### config.mk
export PLATFORM = sky130hd
export DESIGN_NAME = knn_vote_flat
export DESIGN_NICKNAME = d
export VERILOG_FILES = /design/src/rtl/knn_pkg.sv /design/src/rtl/knn_vote_if.sv /design/src/rtl/knn_vote_hist.sv /design/src/rtl/knn_vote.sv /design/src/flat_wrapper.sv
export SDC_FILE = /design/constraint.sdc
export NUM_CORES = 1
export LEC_CHECK = 0
export CORE_MARGIN = 3
export CORE_UTILIZATION = 58
export CTS_BUF_LIST = sky130_fd_sc_hd__clkbuf_16
export CTS_CLUSTER_DIAMETER = 150
export CTS_CLUSTER_SIZE = 8
export DETAILED_ROUTE_END_ITERATION = 8
export MAX_ROUTING_LAYER = met4
export PLACE_DENSITY = 0.85
export SLEW_MARGIN = 20
export SYNTH_ARGS = -nofsm -noshare
export SYNTH_HDL_FRONTEND = slang
export SYNTH_HIERARCHICAL = 1
export SYNTH_SLANG_ARGS = --single-unit
### constraint.sdc
create_clock -name clk -period 11.05 [get_ports clk]
set_clock_uncertainty 0.05 [all_clocks]
set_input_delay 1.6575 -clock clk [delete_from_list [all_inputs] [get_ports clk]]
set_output_delay 1.6575 -clock clk [all_outputs]
set_load 0.01 [all_outputs]
### src/rtl/knn_pkg.sv
// Shared constants and FSM encoding for the knn_vote block.
// Optional feature macro: KNN_VOTE_RANK_WEIGHT_EN (rank-weighted votes).
package knn_pkg;

    localparam int KNN_K       = 4;
    localparam int KNN_N_CLASS = 8;
    localparam int LABEL_W     = $clog2(KNN_N_CLASS);
    // One extra code point on the input so an out-of-range label can be presented and flagged.
    localparam int LABEL_IN_W  = $clog2(KNN_N_CLASS + 1);
    localparam int CNT_W       = $clog2(KNN_K * KNN_K + 1);
    localparam int RANK_W      = $clog2(KNN_K + 1);

    localparam logic [1:0] IDLE = 2'd0;
    localparam logic [1:0] ACC  = 2'd1;
    localparam logic [1:0] SCAN = 2'd2;
    localparam logic [1:0] DONE = 2'd3;

endpackage

### src/rtl/knn_vote_if.sv
// Neighbour beat stream plus result/status bundle for knn_vote.
interface knn_vote_if import knn_pkg::*; ();

    logic                  nb_valid;
    logic                  nb_ready;
    logic [LABEL_IN_W-1:0] nb_label;
    logic                  nb_last;
    logic                  res_valid;
    logic                  res_ready;
    logic [LABEL_W-1:0]    res_label;
    logic [CNT_W-1:0]      res_votes;
    logic [CNT_W-1:0]      res_count;
    logic                  err;

    modport master (
        output nb_valid, nb_label, nb_last, res_ready,
        input  nb_ready, res_valid, res_label, res_votes, res_count, err
    );

    modport slave (
        input  nb_valid, nb_label, nb_last, res_ready,
        output nb_ready, res_valid, res_label, res_votes, res_count, err
    );

endinterface

### src/rtl/knn_vote_hist.sv
// Per-class vote counter bank with the rank of each class's first vote.
module knn_vote_hist import knn_pkg::*; (
    input  logic               clk,
    input  logic               rst,
    input  logic               inc,
    input  logic               clr,
    input  logic [LABEL_W-1:0] label,
    input  logic [RANK_W-1:0]  rank,
    input  logic [CNT_W-1:0]   weight,
    input  logic [LABEL_W-1:0] rd_class,
    output logic [CNT_W-1:0]   rd_votes,
    output logic [RANK_W-1:0]  rd_rank
);

    logic [CNT_W-1:0]  votes_q      [KNN_N_CLASS];
    logic [CNT_W-1:0]  votes_d      [KNN_N_CLASS];
    logic [RANK_W-1:0] first_rank_q [KNN_N_CLASS];
    logic [RANK_W-1:0] first_rank_d [KNN_N_CLASS];
    logic [CNT_W:0]    sum;

    // NOTE: every variable gets a default before any branch, otherwise a latch is inferred.
    always_comb begin
        votes_d      = votes_q;
        first_rank_d = first_rank_q;
        sum          = {1'b0, votes_q[label]} + {1'b0, weight};
        if (clr) begin
            for (int c = 0; c < KNN_N_CLASS; c++) begin
                votes_d[c]      = '0;
                first_rank_d[c] = '0;
            end
        end else if (inc) begin
            votes_d[label] = sum[CNT_W] ? '1 : sum[CNT_W-1:0];
            if (votes_q[label] == '0) first_rank_d[label] = rank;
        end
    end

    // NOTE: the bank is small and must read as empty after reset, so it is built from
    // resettable flops rather than a RAM macro.
    always_ff @(posedge clk or posedge rst) begin
        if (rst) begin
            for (int c = 0; c < KNN_N_CLASS; c++) begin
                votes_q[c]      <= '0;
                first_rank_q[c] <= '0;
            end
        end else begin
            votes_q      <= votes_d;
            first_rank_q <= first_rank_d;
        end
    end

    assign rd_votes = votes_q[rd_class];
    assign rd_rank  = first_rank_q[rd_class];

endmodule

### src/rtl/knn_vote.sv
// KNN majority vote: counts neighbour labels, scans the histogram, returns the winner.
// Define KNN_VOTE_RANK_WEIGHT_EN to weight a beat at rank r by K-r instead of 1.
module knn_vote import knn_pkg::*; (
    input  logic        clk,
    input  logic        rst,
    knn_vote_if.slave   bus
);

    logic [1:0]         state_q,      state_d;
    logic [RANK_W-1:0]  rank_q,       rank_d;
    logic [LABEL_W-1:0] scan_q,       scan_d;
    logic [CNT_W-1:0]   count_q,      count_d;
    logic [CNT_W-1:0]   best_votes_q, best_votes_d;
    logic [RANK_W-1:0]  best_rank_q,  best_rank_d;
    logic [LABEL_W-1:0] best_label_q, best_label_d;
    logic               res_valid_q,  res_valid_d;
    logic [LABEL_W-1:0] res_label_q,  res_label_d;
    logic [CNT_W-1:0]   res_votes_q,  res_votes_d;
    logic [CNT_W-1:0]   res_count_q,  res_count_d;
    logic               err_q,        err_d;

    logic               beat_acc, beat_ok, hist_inc, hist_clr;
    logic [CNT_W-1:0]   weight, rd_votes;
    logic [RANK_W-1:0]  rd_rank;

    assign bus.nb_ready = (state_q == IDLE) || (state_q == ACC);
    assign beat_acc     = bus.nb_valid && bus.nb_ready;
    assign beat_ok      = (bus.nb_label < LABEL_IN_W'(KNN_N_CLASS)) && (rank_q < RANK_W'(KNN_K));

`ifdef KNN_VOTE_RANK_WEIGHT_EN
    assign weight = CNT_W'(KNN_K) - CNT_W'(rank_q);
`else
    assign weight = CNT_W'(1);
`endif

    knn_vote_hist u_hist (
        .clk      (clk),
        .rst      (rst),
        .inc      (hist_inc),
        .clr      (hist_clr),
        .label    (bus.nb_label[LABEL_W-1:0]),
        .rank     (rank_q),
        .weight   (weight),
        .rd_class (scan_q),
        .rd_votes (rd_votes),
        .rd_rank  (rd_rank)
    );

    always_comb begin
        state_d      = state_q;
        rank_d       = rank_q;
        scan_d       = scan_q;
        count_d      = count_q;
        best_votes_d = best_votes_q;
        best_rank_d  = best_rank_q;
        best_label_d = best_label_q;
        res_valid_d  = res_valid_q;
        res_label_d  = res_label_q;
        res_votes_d  = res_votes_q;
        res_count_d  = res_count_q;
        err_d        = err_q;
        hist_inc     = 1'b0;
        hist_clr     = 1'b0;
        case (state_q)
            IDLE, ACC: begin
                if (beat_acc) begin
                    hist_inc = beat_ok;
                    err_d    = err_q | ~beat_ok;
                    count_d  = count_q + CNT_W'(beat_ok);
                    // Rank parks at K so every later beat in the query is rejected.
                    if (rank_q < RANK_W'(KNN_K)) rank_d = rank_q + RANK_W'(1);
                    scan_d   = '0;
                    state_d  = bus.nb_last ? SCAN : ACC;
                end
            end
            SCAN: begin
                if ((rd_votes > best_votes_q) ||
                    ((rd_votes == best_votes_q) && (rd_votes != '0) && (rd_rank < best_rank_q))) begin
                    best_votes_d = rd_votes;
                    best_rank_d  = rd_rank;
                    best_label_d = scan_q;
                end
                scan_d = scan_q + LABEL_W'(1);
                if (scan_q == LABEL_W'(KNN_N_CLASS - 1)) state_d = DONE;
            end
            default: begin
                if (!res_valid_q) begin
                    res_valid_d = 1'b1;
                    res_label_d = best_label_q;
                    res_votes_d = best_votes_q;
                    res_count_d = count_q;
                end else if (bus.res_ready) begin
                    res_valid_d  = 1'b0;
                    hist_clr     = 1'b1;
                    rank_d       = '0;
                    count_d      = '0;
                    best_votes_d = '0;
                    best_rank_d  = '1;
                    best_label_d = '0;
                    state_d      = IDLE;
                end
            end
        endcase
    end

    // NOTE: state registers use non-blocking assignments so all flops update from
    // the same pre-edge values.
    always_ff @(posedge clk or posedge rst) begin
        if (rst) begin
            state_q      <= IDLE;
            rank_q       <= '0;
            scan_q       <= '0;
            count_q      <= '0;
            best_votes_q <= '0;
            best_rank_q  <= '1;
            best_label_q <= '0;
            res_valid_q  <= 1'b0;
            res_label_q  <= '0;
            res_votes_q  <= '0;
            res_count_q  <= '0;
            err_q        <= 1'b0;
        end else begin
            state_q      <= state_d;
            rank_q       <= rank_d;
            scan_q       <= scan_d;
            count_q      <= count_d;
            best_votes_q <= best_votes_d;
            best_rank_q  <= best_rank_d;
            best_label_q <= best_label_d;
            res_valid_q  <= res_valid_d;
            res_label_q  <= res_label_d;
            res_votes_q  <= res_votes_d;
            res_count_q  <= res_count_d;
            err_q        <= err_d;
        end
    end

    assign bus.res_valid = res_valid_q;
    assign bus.res_label = res_label_q;
    assign bus.res_votes = res_votes_q;
    assign bus.res_count = res_count_q;
    assign bus.err       = err_q;

endmodule
### src/flat_wrapper.sv
// flat-port wrapper written by rule: the top's interface ports become plain ports
module knn_vote_flat import knn_pkg::*;
  (clk, rst, bus_nb_valid, bus_nb_label, bus_nb_last, bus_res_ready, bus_nb_ready, bus_res_valid, bus_res_label, bus_res_votes, bus_res_count, bus_err);
  knn_vote_if bus_i ();
  input  logic clk;
  input  logic rst;
  input wire logic [$bits(bus_i.nb_valid)-1:0] bus_nb_valid;
  input wire logic [$bits(bus_i.nb_label)-1:0] bus_nb_label;
  input wire logic [$bits(bus_i.nb_last)-1:0] bus_nb_last;
  input wire logic [$bits(bus_i.res_ready)-1:0] bus_res_ready;
  output wire logic [$bits(bus_i.nb_ready)-1:0] bus_nb_ready;
  output wire logic [$bits(bus_i.res_valid)-1:0] bus_res_valid;
  output wire logic [$bits(bus_i.res_label)-1:0] bus_res_label;
  output wire logic [$bits(bus_i.res_votes)-1:0] bus_res_votes;
  output wire logic [$bits(bus_i.res_count)-1:0] bus_res_count;
  output wire logic [$bits(bus_i.err)-1:0] bus_err;
  assign bus_i.nb_valid = bus_nb_valid;
  assign bus_i.nb_label = bus_nb_label;
  assign bus_i.nb_last = bus_nb_last;
  assign bus_i.res_ready = bus_res_ready;
  assign bus_nb_ready = bus_i.nb_ready;
  assign bus_res_valid = bus_i.res_valid;
  assign bus_res_label = bus_i.res_label;
  assign bus_res_votes = bus_i.res_votes;
  assign bus_res_count = bus_i.res_count;
  assign bus_err = bus_i.err;
  knn_vote u_core (.clk(clk), .rst(rst), .bus(bus_i));
endmodule
# After elaboration in Yosys (flattened, before gate mapping)
# Index checks and enable logic that the tools add are counted.
[op_classes]
n_addsub = 4
order_cmp = 7
n_eq_ne = 8
mux = 53
bitwise = 8
reduce_logical = 29
[op_table]
columns = ["operator", "count"]
rows = [
  ["40-bit 2-to-1 mux", 2],
  ["24-bit 2-to-1 mux", 3],
  ["5-bit 2-to-1 mux", 10],
  ["40-bit bitwise mux", 1],
  ["3-bit 2-to-1 mux", 12],
  ["5-bit binary-select mux with 3-bit select", 2],
  ["24-bit bitwise mux", 1],
  ["3-bit case mux with 2 select lines", 4],
  ["5-bit case mux with 2 select lines", 2],
  ["5-bit demux with 3-bit select", 1],
  ["2-bit nonzero test", 7],
  ["4-bit AND reduction", 3],
  ["2-bit 2-to-1 mux", 5],
  ["3-bit binary-select mux with 3-bit select", 1],
  ["3-bit demux with 3-bit select", 1],
  ["4-bit greater-or-equal comparator (second input constant)", 2],
  ["2-bit by 1-bit != test with 1-bit output (second input constant)", 4],
  ["3-bit inverter with 4-bit output", 2],
  ["2-bit AND reduction", 4],
  ["1-bit 2-to-1 mux", 7],
  ["3-bit by 1-bit adder with 3-bit output (second input constant)", 2],
  ["5-bit by 1-bit adder with 6-bit output (second input constant)", 1],
  ["3-bit nonzero test", 2],
  ["5-bit by 1-bit adder with 5-bit output", 1],
  ["other kinds (20)", 29],
]
[totals]
ff_bits = 103
inputBits = 9
output_inout_bits = 16
elab_cells = 137

# Longest topological paths before layout
[logic_depth]
ltp_word = 10
ltp_mapped = 12
ltp_nobuf = 9

# Cells and area by module
# Netlist, hierarchy kept.
[by_module_without_submodules]
columns = ["module", "n_inst", "cells_each", "area_per_inst_um2", "seq_area_each_um2"]
rows = [
  ["knn_vote_hist", 1, 309, 3682.3, 1601.5],
  ["knn_vote", 1, 172, 1860.5, 979.7],
]

# Least setup slack after synthesis
# OpenSTA, ideal clock, no wires.
[synth_path]
kind = "input-to-reg"
from = "input port bus_nb_label[1]"
to = "register u_core/u_hist/votes_q[14] (netlist name)"
arrival_ns = 4.466
required_ns = 10.844
slack_ns = 6.378
stages = 10
n_path_buf = 1
path_cell_list = "clkbuf_1 -> mux4_2 -> mux2_2 -> ha_1 -> fa_1 -> a21oi_1 -> nor2_1 -> or2_2 -> a211oi_1 -> a211oi_1"
[synth_via]
elab_chain_cells = 9
[synth_rtl]
columns = ["element", "line_no", "rtl"]
rows = [
  ["start, declared", "flat_wrapper.sv:8", "input wire logic [$bits(bus_i.nb_label)-1:0] bus_nb_label;"],
  ["3-bit inverter with 4-bit output", "knn_vote_hist.sv:25, knn_vote_hist.sv:32", ""],
  ["5-bit binary-select mux with 3-bit select", "knn_vote_hist.sv:25", "sum = {1'b0, votes_q[label]} + {1'b0, weight};"],
  ["5-bit 2-to-1 mux (implied by the code) (2 in series)", "knn_vote_hist.sv:25", ""],
  ["5-bit by 1-bit adder with 6-bit output", "knn_vote_hist.sv:25", ""],
  ["5-bit 2-to-1 mux", "knn_vote_hist.sv:32", "votes_d[label] = sum[CNT_W] ? '1 : sum[CNT_W-1:0];"],
  ["40-bit bitwise mux", "knn_vote_hist.sv:32", ""],
  ["40-bit 2-to-1 mux", "knn_vote_hist.sv:31", "end else if (inc) begin"],
  ["40-bit 2-to-1 mux", "knn_vote_hist.sv:26", "if (clr) begin"],
  ["end signal, assigned", "knn_vote_hist.sv:46", "votes_q <= votes_d;"],
  ["end, declared", "knn_vote_hist.sv:15", "logic [CNT_W-1:0] votes_q [KNN_N_CLASS];"],
]
# Several ways; a longest one is shown, not always the timed one. The select of a mux whose other input is x is not followed.
# A chain may end at the register's enable or synchronous reset.

# Worst setup path after layout
[layout_path]
from = "input port bus_nb_label[0]"
to = "register u_core/u_hist/votes_q[29] (netlist name)"
# The elaborated chain is that of the path after synthesis.

==> run summary <==
### Outcome
• result of the run: finished clean

### Timing
• setup tns final: 0 ns
• setup repair after global routing missed its margin: no
• Fmax: 176 MHz
• total setup violations reported at the end of the flow: 0
• minimum clock period after layout: 5.68 ns
• Fin. Hold Viols: 0
• final critical-path share of the clock period: 0.514
• max-slew violation count: 0
• slew at the pin with the worst max-slew slack: 1.10 ns
• Max-slew headroom: 0.261

### Pwr
• overall power of the completed layout: 1.55 mW
• clock share of power: 0.201
• Power per Cell Area: 252 mW/mm^2
• switching power: 614 uW
• cell internal pwr: 936 uW
• Flop pwr share: 0.379
• Sw Ratio: 0.396
• part of the power in combinational logic: 0.420
• maximum ir drop on the vdd rail: 0.000146 V
• leakage power: 2.82 nW

### Synth
• area fraction of the dominant cell type after synthesis: 0.451
• flip-flop and latch count after synthesis: 103
• most instantiated cells after synthesis: 100 x dfrtp_1, 59 x nor2_1, 30 x nand2b_1, 27 x a211oi_1, 27 x mux2i_1
• count of distinct cell types in the synthesized netlist: 52
• post-synthesis sequential area ratio: 0.466
• cell accounting for the most synthesized area: dfrtp_1
• Mean Syn Cell Area: 11.5 sq um
• cells taking the most area after synthesis: dfrtp_1 45%, mux4_2 6.9%, mux2i_1 4.9%
• Post-synth EDFFs: 0
• proportion of synthesized flip-flops having asynchronous set or reset: 1.00
• Main synth FF type: dfrtp_1
• most instantiated library cell after synthesis: dfrtp_1
• Cell Area, Synth: 0.00554 sq mm
• Post-Syn Instances: 481
• synth warn: 6

### CTS
• Clock Latency Late Sink: 0.35 ns
• clock tree from TritonCTS: built
• Worst-path clk slew: 0.08 ns
• post-cts repair resize count: 0
• clock tree sinks: 103
• CTS Buf Count: 9
• post-cts hold buffer count: 0
• H-Tree Level Count: 3
• maximum root-to-sink buffer count: 2
• post-CTS setup repair buffer count: 0
• buffer type at the clock tree root: clkbuf_16

### Die
• I/O pin count: 25
• DIE AREA: 0.0108 sq mm
• Cell Rows: 35
• die height: 104 um
• initial cell density of the core: 0.597
• overall die width: 104 um
• core area: 0.00928 sq mm

### Layout
• # nets final: 520
• core occupancy in the finished layout: 0.663
• final cell count without fillers: 627
• share of final-layout standard cells stronger than drive strength 1: 0.137
• Inserted Diodes: 0
• Layout Area Growth over Synthesis: 11.0%

### Setup path
• CP Max Fanout: 12
• FF-to-FF setup slack: 7.31 ns
• cell type with the highest occurrence count on the critical path: a211oi_1
• Req. time, crit path: 11.18 ns
• highest-delay cell along the critical path: a211oi_1
• arrival time reported for the critical path endpoint: 5.80 ns
• maximum single-stage delay on the critical path: 0.90 ns
• crit-path cells: clkdlybuf4s50_1, mux4_1, mux2_2, ha_1, fa_1, a21oi_1, nor2_1, or2_2, a211oi_1, a211oi_1
• capture point of the worst reg-to-reg path: u_core/u_hist/votes_q[29]
• critical path endpoint category: register
• Setup CP Type: input pin to register
• R2R depth: 9
• Worst R2R Start: u_core/u_hist/votes_q[10]
• beginning of the critical path: bus_nb_label[0]
• startpoint class of the critical path: input pin

### Place
• last weighted congestion value of the routability-driven placer: 0.858
• total of buffers placed on input and output ports: 24
• number of cells in the design after placement: 611
• DPL Wire Length: 8240 um

### Routing
• antenna viol nets, final: 0
• drt via density: 6.33
• number of detailed-route iterations in the first pass: 5
• vias after detailed routing: 3968
• final routed wire length divided by cell count: 19.8 um
• detailed-route wire length: 12400 um
• count of unresolved DRC violations after routing: 0
• iteration-0 DRC count of the detailed router: 281

### GRT
• pin count of the biggest net entering global routing: 65
• leftover overflow at the end of global routing: 0
• antenna violations before repair: 0
• global-route total usage across every layer: 0.247
• first-pass GRT wire length: 20700 um
• vias in the first global route: 4108

### Hold path
• Hold Crit Depth: 1
• Min-Delay Endpoint: u_core/bus.err
• worst hold-check path type: register to register
• Hold Crit Start: u_core/bus.err

### Job
• maxcap violations: 0

==> layout by cell type (no fill, tap or decap), drive strengths merged, types with 2 or more instances in the layout <==
cell,instances
nand2,23
nand2b,30
a21o,2
mux2,21
a22oi,3
nand4,3
conb,6
xnor2,2
dfstp,3
a21oi,7
or2,3
nor2b,2
nand3,9
o21ai,12
inv,19
dfrtp,100
a22o,9
clkbuf,9
nor2,60
buf,9
a311oi,14
mux2i,27
xor2,4
clkdlybuf4s50,24
clkinv,4
a31oi,3
mux4,26
nor3,6
ha,17
o21bai,4
a211oi,27
==> through the flow <==
stage	setup WS (ns)	area, sq um	hold WS, ns
3_3_place_gp	5.36	5860	0.408
2_1_floorplan	6.38	5560	0.399
3_5_place_dp	5.17	5860	0.414
5_1_grt	5.22	6150	0.464
6_report	5.37	6150	0.435
4_1_cts	5.50	6150	0.432
==> state kept, by name, indices dropped and copies added, names as in the netlist, 5 cells and up <==
register                    flops
u_core/bus.res_count            5
u_core/count_q                  5
u_core/u_hist/votes_q          40
u_core/best_votes_q             5
u_core/u_hist/first_rank_q     24
u_core/bus.res_votes            5
==> cell type report <==
class / instances / area (sq um)
sequential: 103 / 2580
inverter: 17 / 63.8
multi-input combinational: 329 / 2750
clock inverter: 7 / 65.1
tap: 129 / 161
timing repair buffer: 33 / 308
clock buffer: 9 / 225
fill: 662 / 3130
==> routing by layer <==
layer | track usage | share of wire
met5 | - | 0
met4 | 0.104 | 0.025
met3 | 0.0455 | 0.056
met2 | 0.409 | 0.51
met1 | 0.300 | 0.41
==> critical path, delay by kind of cell <==
kind / cells / cell delay (ns)
adder cells (fa/ha/maj): 2 / 0.62
buffers and inverters: 1 / 0.89
multiplexers: 2 / 0.96
AO/OA/AOI/OAI: 3 / 1.29
AND/OR/NAND/NOR: 2 / 0.37
==> cells by family (layout without fill, tap and decap cells) <==
logic type	Yosys count	in the layout	share of synthesized area
and+or+nand+nor	138	138	0.120
DFF	103	103	0.466
AOI/OAI and AO/OA	87	87	0.114
muxes	74	74	0.205
buffers and inverters	53	66	0.0427
adders and majority gates	18	18	0.0420
xor gates and xnor gates	6	6	0.00948
other	2	6	0.00135
==> worst max-delay path by stage <==
stage | endpoint | slack, ns | cells after the start
3_3_place_gp | u_core/u_hist/votes_q[19] | 5.36 | 10
3_5_place_dp | u_core/u_hist/votes_q[29] | 5.17 | 10
5_1_grt | u_core/u_hist/votes_q[39] | 5.22 | 10
4_1_cts | u_core/u_hist/votes_q[29] | 5.50 | 10
2_1_floorplan | u_core/u_hist/votes_q[14] | 6.38 | 10
6_report | u_core/u_hist/votes_q[29] | 5.37 | 10
==> power groups by stage <==
stage                     Clock [mW]  Sequential (mW)  Combinational, mW
after floorplan                    0            0.551              0.511
after global placement             0            0.582              0.595
after detailed placement           0            0.589              0.632
after CTS                      0.316            0.584              0.643
after global routing           0.333            0.601              0.708
final                          0.312            0.588              0.650
Note: power is estimated with default switching activity, not from simulation.
